`config.mk`:
```
export PLATFORM = sky130hd
export DESIGN_NAME = sdram_peek_ctrl
export DESIGN_NICKNAME = d
export VERILOG_FILES = /design/src/rtl/sdram_peek_ctrl_pkg.sv /design/src/rtl/sdram_peek_ctrl.sv
export SDC_FILE = /design/constraint.sdc
export NUM_CORES = 1
export LEC_CHECK = 0
export BUFFER_PORTS_ARGS = -buffer_cell sky130_fd_sc_hd__buf_2
export CORE_MARGIN = 8
export CORE_UTILIZATION = 49
export DETAILED_ROUTE_END_ITERATION = 7
export PLACE_DENSITY_LB_ADDON = 0.1
export REMOVE_ABC_BUFFERS = 1
export SYNTH_ARGS = -nofsm -noshare
export SYNTH_HDL_FRONTEND = slang
export SYNTH_SLANG_ARGS = --single-unit
```
`constraint.sdc`:
```
create_clock -name clk -period 3.2 [get_ports clk]
set_input_delay 0.64 -clock clk [delete_from_list [all_inputs] [get_ports clk]]
set_output_delay 0.64 -clock clk [all_outputs]
set_load 0.05 [all_outputs]
```
`src/rtl/sdram_peek_ctrl_pkg.sv`:
```
// Shared opcodes, SPI command/status word layouts and FSM encoding for the SDRAM peek/poke executor.
// The word layouts assume a 24-bit word address and 16-bit data.
package sdram_peek_ctrl_pkg;

    localparam int CMD_ADDR_W = 24;
    localparam int CMD_DATA_W = 16;
    localparam int CNT_W      = 8;
    localparam int TAG_W      = 4;
    localparam int OP_W       = 4;

    localparam logic [OP_W-1:0] OP_NOP    = 4'd0;
    localparam logic [OP_W-1:0] OP_WRITE  = 4'd1;
    localparam logic [OP_W-1:0] OP_READ   = 4'd2;
    localparam logic [OP_W-1:0] OP_FILL   = 4'd3;
    localparam logic [OP_W-1:0] OP_VERIFY = 4'd4;

    typedef enum logic [1:0] {
        ST_IDLE  = 2'd0,
        ST_ISSUE = 2'd1,
        ST_NEXT  = 2'd2,
        ST_DONE  = 2'd3
    } state_e;

    typedef struct packed {
        logic [OP_W-1:0]       op;
        logic [TAG_W-1:0]      tag;
        logic [CNT_W-1:0]      cnt;
        logic [CMD_ADDR_W-1:0] addr;
        logic [7:0]            rsvd;
        logic [CMD_DATA_W-1:0] data;
    } cmd_t;

    typedef struct packed {
        logic [OP_W-1:0]       op;
        logic [TAG_W-1:0]      tag;
        logic                  busy;
        logic                  error;
        logic [5:0]            rsvd;
        logic [CMD_ADDR_W-1:0] addr;
        logic [7:0]            err_cnt;
        logic [CMD_DATA_W-1:0] rdata;
    } status_t;

    function automatic logic op_is_mem(input logic [OP_W-1:0] op);
        return (op == OP_WRITE) || (op == OP_READ) || (op == OP_FILL) || (op == OP_VERIFY);
    endfunction

    function automatic logic op_is_write(input logic [OP_W-1:0] op);
        return (op == OP_WRITE) || (op == OP_FILL);
    endfunction

    // Only the burst ops honour the cnt field; single-word ops always run one beat.
    function automatic logic op_is_burst(input logic [OP_W-1:0] op);
        return (op == OP_FILL) || (op == OP_VERIFY);
    endfunction

    function automatic logic [7:0] sat_inc8(input logic [7:0] v);
        return (v == 8'hFF) ? v : v + 8'd1;
    endfunction

endpackage

```
`src/rtl/sdram_peek_ctrl.sv`:
```
// Executes tagged SPI peek/poke words as single/burst SDRAM accesses; accept->first mem_req 2 cycles, DONE->status 1 cycle.
// Memory port holds mem_req until mem_ack; commands arriving while busy are not queued, the newest word wins.
module sdram_peek_ctrl
    import sdram_peek_ctrl_pkg::*;
#(
    parameter int ADDR_BITS = 24,
    parameter int DATA_BITS = 16
) (
    input  logic                 clk,
    input  logic                 rst,
    input  logic [63:0]          cmd_in,
    output logic [63:0]          status_out,
    output logic                 busy,
    output logic                 mem_req,
    output logic                 mem_we,
    output logic [ADDR_BITS-1:0] mem_addr,
    output logic [DATA_BITS-1:0] mem_wdata,
    input  logic                 mem_ack,
    input  logic [DATA_BITS-1:0] mem_rdata
);

    cmd_t cmd;
    assign cmd = cmd_t'(cmd_in);

    logic unused_rsvd;
    assign unused_rsvd = ^cmd.rsvd;

    state_e               state_q, state_d;
    logic [TAG_W-1:0]     last_tag_q, last_tag_d;
    logic [OP_W-1:0]      op_q, op_d;
    logic [TAG_W-1:0]     tag_q, tag_d;
    logic [CNT_W-1:0]     cnt_q, cnt_d;
    logic [CNT_W-1:0]     beat_q, beat_d;
    logic [ADDR_BITS-1:0] base_q, base_d;
    logic [DATA_BITS-1:0] pat_q, pat_d;
    logic                 err_q, err_d;
    logic [7:0]           err_cnt_q, err_cnt_d;
    logic [DATA_BITS-1:0] rdata_q, rdata_d;
    logic                 busy_q, busy_d;
    logic                 mem_req_q, mem_req_d;
    logic                 mem_we_q, mem_we_d;
    logic [ADDR_BITS-1:0] mem_addr_q, mem_addr_d;
    logic [DATA_BITS-1:0] mem_wdata_q, mem_wdata_d;
    status_t              status_q, status_d;
    status_t              status_w;

    logic                 accept;
    logic                 beat_ack;
    logic                 last_beat;
    logic [ADDR_BITS-1:0] beat_addr;
    logic [DATA_BITS-1:0] beat_pat;

    assign accept    = (state_q == ST_IDLE) && (cmd.tag != '0) && (cmd.tag != last_tag_q);
    // An ack only counts once our request is actually visible; a stray ack elsewhere is dropped.
    assign beat_ack  = (state_q == ST_ISSUE) && mem_req_q && mem_ack;
    assign last_beat = (beat_q == cnt_q);
    assign beat_addr = base_q + ADDR_BITS'(beat_q);
    assign beat_pat  = pat_q + DATA_BITS'(beat_q);

    always_ff @(posedge clk) begin
        if (rst) begin
            state_q <= ST_IDLE;
        end else begin
            state_q <= state_d;
        end
    end

    always_comb begin
        state_d = state_q;
        case (state_q)
            ST_IDLE: begin
                if (accept) begin
                    state_d = op_is_mem(cmd.op) ? ST_ISSUE : ST_DONE;
                end
            end
            ST_ISSUE: begin
                if (beat_ack) begin
                    state_d = ST_NEXT;
                end
            end
            ST_NEXT:  state_d = last_beat ? ST_DONE : ST_ISSUE;
            ST_DONE:  state_d = ST_IDLE;
            default:  state_d = ST_IDLE;
        endcase
    end

    always_comb begin
        last_tag_d  = last_tag_q;
        op_d        = op_q;
        tag_d       = tag_q;
        cnt_d       = cnt_q;
        beat_d      = beat_q;
        base_d      = base_q;
        pat_d       = pat_q;
        err_d       = err_q;
        err_cnt_d   = err_cnt_q;
        rdata_d     = rdata_q;
        busy_d      = busy_q;
        mem_req_d   = mem_req_q;
        mem_we_d    = mem_we_q;
        mem_addr_d  = mem_addr_q;
        mem_wdata_d = mem_wdata_q;
        status_d    = status_q;

        case (state_q)
            ST_IDLE: begin
                if (accept) begin
                    last_tag_d = cmd.tag;
                    op_d       = cmd.op;
                    tag_d      = cmd.tag;
                    cnt_d      = op_is_burst(cmd.op) ? cmd.cnt : '0;
                    beat_d     = '0;
                    base_d     = cmd.addr;
                    pat_d      = cmd.data;
                    err_d      = !op_is_mem(cmd.op) && (cmd.op != OP_NOP);
                    err_cnt_d  = '0;
                    busy_d     = 1'b1;
                end
            end
            ST_ISSUE: begin
                mem_req_d   = !beat_ack;
                mem_we_d    = op_is_write(op_q);
                mem_addr_d  = beat_addr;
                mem_wdata_d = beat_pat;
                if (beat_ack && !mem_we_q) begin
                    rdata_d = mem_rdata;
                    if ((op_q == OP_VERIFY) && (mem_rdata != beat_pat)) begin
                        err_d     = 1'b1;
                        err_cnt_d = sat_inc8(err_cnt_q);
                    end
                end
            end
            ST_NEXT: begin
                if (!last_beat) begin
                    beat_d = beat_q + 8'd1;
                end
            end
            ST_DONE: begin
                busy_d           = 1'b0;
                status_d.op      = op_q;
                status_d.tag     = tag_q;
                status_d.busy    = 1'b0;
                status_d.error   = err_q;
                status_d.rsvd    = '0;
                status_d.addr    = beat_addr;
                status_d.err_cnt = err_cnt_q;
                status_d.rdata   = rdata_q;
            end
            default: ;
        endcase
    end

    always_ff @(posedge clk) begin
        if (rst) begin
            last_tag_q  <= '0;
            op_q        <= '0;
            tag_q       <= '0;
            cnt_q       <= '0;
            beat_q      <= '0;
            base_q      <= '0;
            pat_q       <= '0;
            err_q       <= 1'b0;
            err_cnt_q   <= '0;
            rdata_q     <= '0;
            busy_q      <= 1'b0;
            mem_req_q   <= 1'b0;
            mem_we_q    <= 1'b0;
            mem_addr_q  <= '0;
            mem_wdata_q <= '0;
            status_q    <= '0;
        end else begin
            last_tag_q  <= last_tag_d;
            op_q        <= op_d;
            tag_q       <= tag_d;
            cnt_q       <= cnt_d;
            beat_q      <= beat_d;
            base_q      <= base_d;
            pat_q       <= pat_d;
            err_q       <= err_d;
            err_cnt_q   <= err_cnt_d;
            rdata_q     <= rdata_d;
            busy_q      <= busy_d;
            mem_req_q   <= mem_req_d;
            mem_we_q    <= mem_we_d;
            mem_addr_q  <= mem_addr_d;
            mem_wdata_q <= mem_wdata_d;
            status_q    <= status_d;
        end
    end

    // The busy bit of the status word follows busy live; everything else is the DONE snapshot.
    always_comb begin
        status_w      = status_q;
        status_w.busy = busy_q;
    end

    assign status_out = status_w;
    assign busy       = busy_q;
    assign mem_req    = mem_req_q;
    assign mem_we     = mem_we_q;
    assign mem_addr   = mem_addr_q;
    assign mem_wdata  = mem_wdata_q;

endmodule

```
==> flow_metrics.env <==
export IMPL_timing_slew_headroom_pct=41.7
export IMPL_grt_max_degree=98
export IMPL_skew_ns=0.00828
export IMPL_vias=7942
export IMPL_cp_end_kind="flop"
export IMPL_start_util_pct=50.1
export IMPL_setup_viol=9
export IMPL_status="finished with violations"
export IMPL_grt_antenna_before_repair=1
export IMPL_hp_class="in2reg"
export IMPL_netlist_top_cells_area="dfxtp_1 44%, nand2_1 12%, a21oi_1 8.1%"
export IMPL_cts_root_buf="clkbuf_16"
export IMPL_final_cell_mix="281 x nand2_1, 188 x dfxtp_1, 174 x buf_2"
export IMPL_vias_per_cell=5.28
export IMPL_arrival_ns=3.54
export IMPL_maxCapViolCount=0
export IMPL_min_delay_start="cmd_in[37]"
export IMPL_netlist_area_leader_share_pct=44.3
export IMPL_die_area_sq_um=22100
export IMPL_p_leak_nw=4.31
export IMPL_final_max_slew_viol_count=0
export IMPL_yosysUniqueCellTypes=66
export IMPL_hold_violations=0
export IMPL_holdPathStages=3
export IMPL_io_pins=190
export IMPL_first_global_vias=7610
export IMPL_rsz0062_at_grt="yes"
export IMPL_final_nets=1368
export IMPL_cp_slowest_stage_delay_ns=0.53
export IMPL_htree_levels=4
export IMPL_synthArstFlopShare_pct=0
export IMPL_yosys_most_used_dff="dfxtp_1"
export IMPL_dpl_hpwl_microns=16800
export IMPL_dieHeight_microns=149
export IMPL_synth_edf_count=0
export IMPL_fillers=1622
export IMPL_rr_worst_depth=12
export IMPL_path_buf_inv=1
export IMPL_drt_total_wl_microns=24200
export IMPL_design_core_area_sq_um=17200
export IMPL_netlist_top_cell_by_area="dfxtp_1"
export IMPL_total_power_mw=8.71
export IMPL_area_growth_pct=22.9
export IMPL_ys_seq_area_share_pct=44.3
export IMPL_clkLatencyLatePin_ns=0.43
export IMPL_antenna_cells=0
export IMPL_worstMarginPinSlew_ns=0.864
export IMPL_grt_total_usage_pct=21.5
export IMPL_ys_seq_elements=191
export IMPL_cp_startpoint="pat_q[0]$_SDFFE_PP0P_"
export IMPL_crit_path_max_fanout=5
export IMPL_slowest_stage="or4b_4"
export IMPL_clkTransAtPathRegs_ns=0.07
export IMPL_worst_slack_ns=-0.0642
export IMPL_first_pass_iters=4
export IMPL_portBuffers=175
export IMPL_cp_data_required_time_ns=3.48
export IMPL_clock_path_buffers=2
export IMPL_violations="negative setup slack"
export IMPL_drtIter0Drc=427
export IMPL_cts_tree="built"
export IMPL_max_vdd_ir_drop_mv=0.642
export IMPL_rows=48
export IMPL_clock_fmax_mhz=306
export IMPL_syn_avg_cell_area_sq_um=7.94
export IMPL_die_w_microns=149
export IMPL_fin_tns_setup_ns=-0.377
export IMPL_cts_buffers=17
export IMPL_period_needed_ns=3.26
export IMPL_drc_errors=0
export IMPL_cp_cell_sequence="ha_4 > fa_2 > a211oi_4 > o211a_1 > buf_6 > o21a_1 > nor3_2 > or4b_4 > nor4b_4 > nand4_4 > a211oi_2 > a311oi_1"
export IMPL_post_route_period_util_pct=102
export IMPL_drtAntennaViolNets=0
export IMPL_grt_remaining_overflow=0
export IMPL_layout_commonest_cell="nand2_1"
export IMPL_wl_per_cell_microns=16.1
export IMPL_place_gp_congestion=0.857
export IMPL_crit_family="simple AND/OR/NAND/NOR gates"
export IMPL_worstSetupPathType="reg2reg"
export IMPL_cp_depth=12
export IMPL_cp_start_kind="flop"
export IMPL_synth_cells=1087
export IMPL_cts_sinks=191
export IMPL_drive_gt1_share_pct=22.9
export IMPL_ys_warn_count=0
export IMPL_power_density_nw_per_um2=821
export IMPL_netlist_area_sq_um=8630
export IMPL_grt_pass1_wl_microns=38600
export IMPL_r2r_start="pat_q[0]$_SDFFE_PP0P_"
-- kinds of logic (layout without fill, tap and decap cells) --
family	Yosys count	after routing	share of synthesized area [%]
adder cells (fa/ha/maj)	20	20	3.07
AND/OR/NAND/NOR	476	477	23.7
flip-flops	191	191	44.3
AO/OA/AOI/OAI	245	245	17.8
other	1	6	0.0435
buffers and inverters	92	277	4.55
XOR/XNOR	59	59	6.15
multiplexers	3	3	0.348
-- power breakdown --
part | internal (mW) | leakage (nW) | switching (mW)
Combinational | 1.02 | 2.47 | 2.45
Sequential | 2.82 | 1.56 | 0.321
Clock | 1.11 | 0.282 | 0.979
Total | 4.95 | 4.31 | 3.75
-- registers in the layout (all words and copies together) (netlist names), 8 cells and up --
| signal | count |
|---|---|
| base_q | 24 |
| beat_q | 8 |
| cnt_q | 8 |
| err_cnt_q | 8 |
| mem_addr | 24 |
| mem_wdata | 16 |
| pat_q | 16 |
| rdata_q | 16 |
| status_out | 57 |
-- Yosys cell counts (8+ instances only) --
cell      number
buf_1         11
nand2_1      281
nand4_1        8
clkbuf_1      50
xor2_1        22
nand3_1       25
nor3_1        17
and3_1         8
xnor2_1       36
a211oi_1      41
buf_4          8
nor2_1        98
a21oi_1      140
dfxtp_1      191
inv_1         19
ha_1          18
-- worst register-to-register path, cell delays in order (launching register included) --
cell and delay [ns]:
dfxtp_2 0.34, ha_4 0.16, fa_2 0.37, a211oi_4 0.24, o211a_1 0.25, buf_6 0.12
o21a_1 0.14, nor3_2 0.05, or4b_4 0.53, nor4b_4 0.36, nand4_4 0.22, a211oi_2 0.25
a311oi_1 0.07
-- layer usage --
| metal | share of wire [%] | track usage (%) |
|---|---|---|
| met5 | 0.050 | 0 |
| met4 | 1.6 | 6.83 |
| met3 | 6.0 | 5.32 |
| met2 | 47 | 34.7 |
| met1 | 45 | 27.9 |
-- path summary, 6_finish.rpt --
path,to,slack (ns)
max,err_q$_SDFFE_PP0P_,-0.06
min,base_q[13]$_SDFFE_PP0P_,0.44
max reg2reg,err_q$_SDFFE_PP0P_,-0.06
min reg2reg,status_out[23]$_SDFFE_PP0P_,0.45
-- area by class of cell --
class	instances	area, sq um	area share, %
Timing Repair Buffer	226	1290	12.2
Inverter	19	71.3	0.673
Multi-Input combinational cell	810	4560	43.0
Clock inverter	14	130	1.23
Sequential cell	191	3830	36.1
Tap cell	225	282	2.66
Clock buffer	18	439	4.14
-- timing repair --
action | in CTS | in global routing
cloned | 1 | 0
hold buffers | 0 | 0
setup endpoints to repair | 9 | 12
pin swaps | 11 | 13
resized for setup | 10 | 9
setup buffers | 3 | 3
-- through the flow --
step / util, % / setup WS [ns] / hold slack (ns) / cell area (sq um) / std cells
after floorplan: - / -2.73 / 0.426 / 8330 / 1019
after global placement: 57.3 / -0.233 / 0.439 / 9880 / 1464
after detailed placement: 57.3 / -0.243 / 0.443 / 9880 / 1464
after CTS: 61.1 / -0.135 / 0.426 / 10500 / 1500
after global routing: 61.5 / -0.228 / 0.446 / 10600 / 1503
final: 61.5 / -0.0642 / 0.440 / 10600 / 1503
Power figures use the tool's default switching activity.
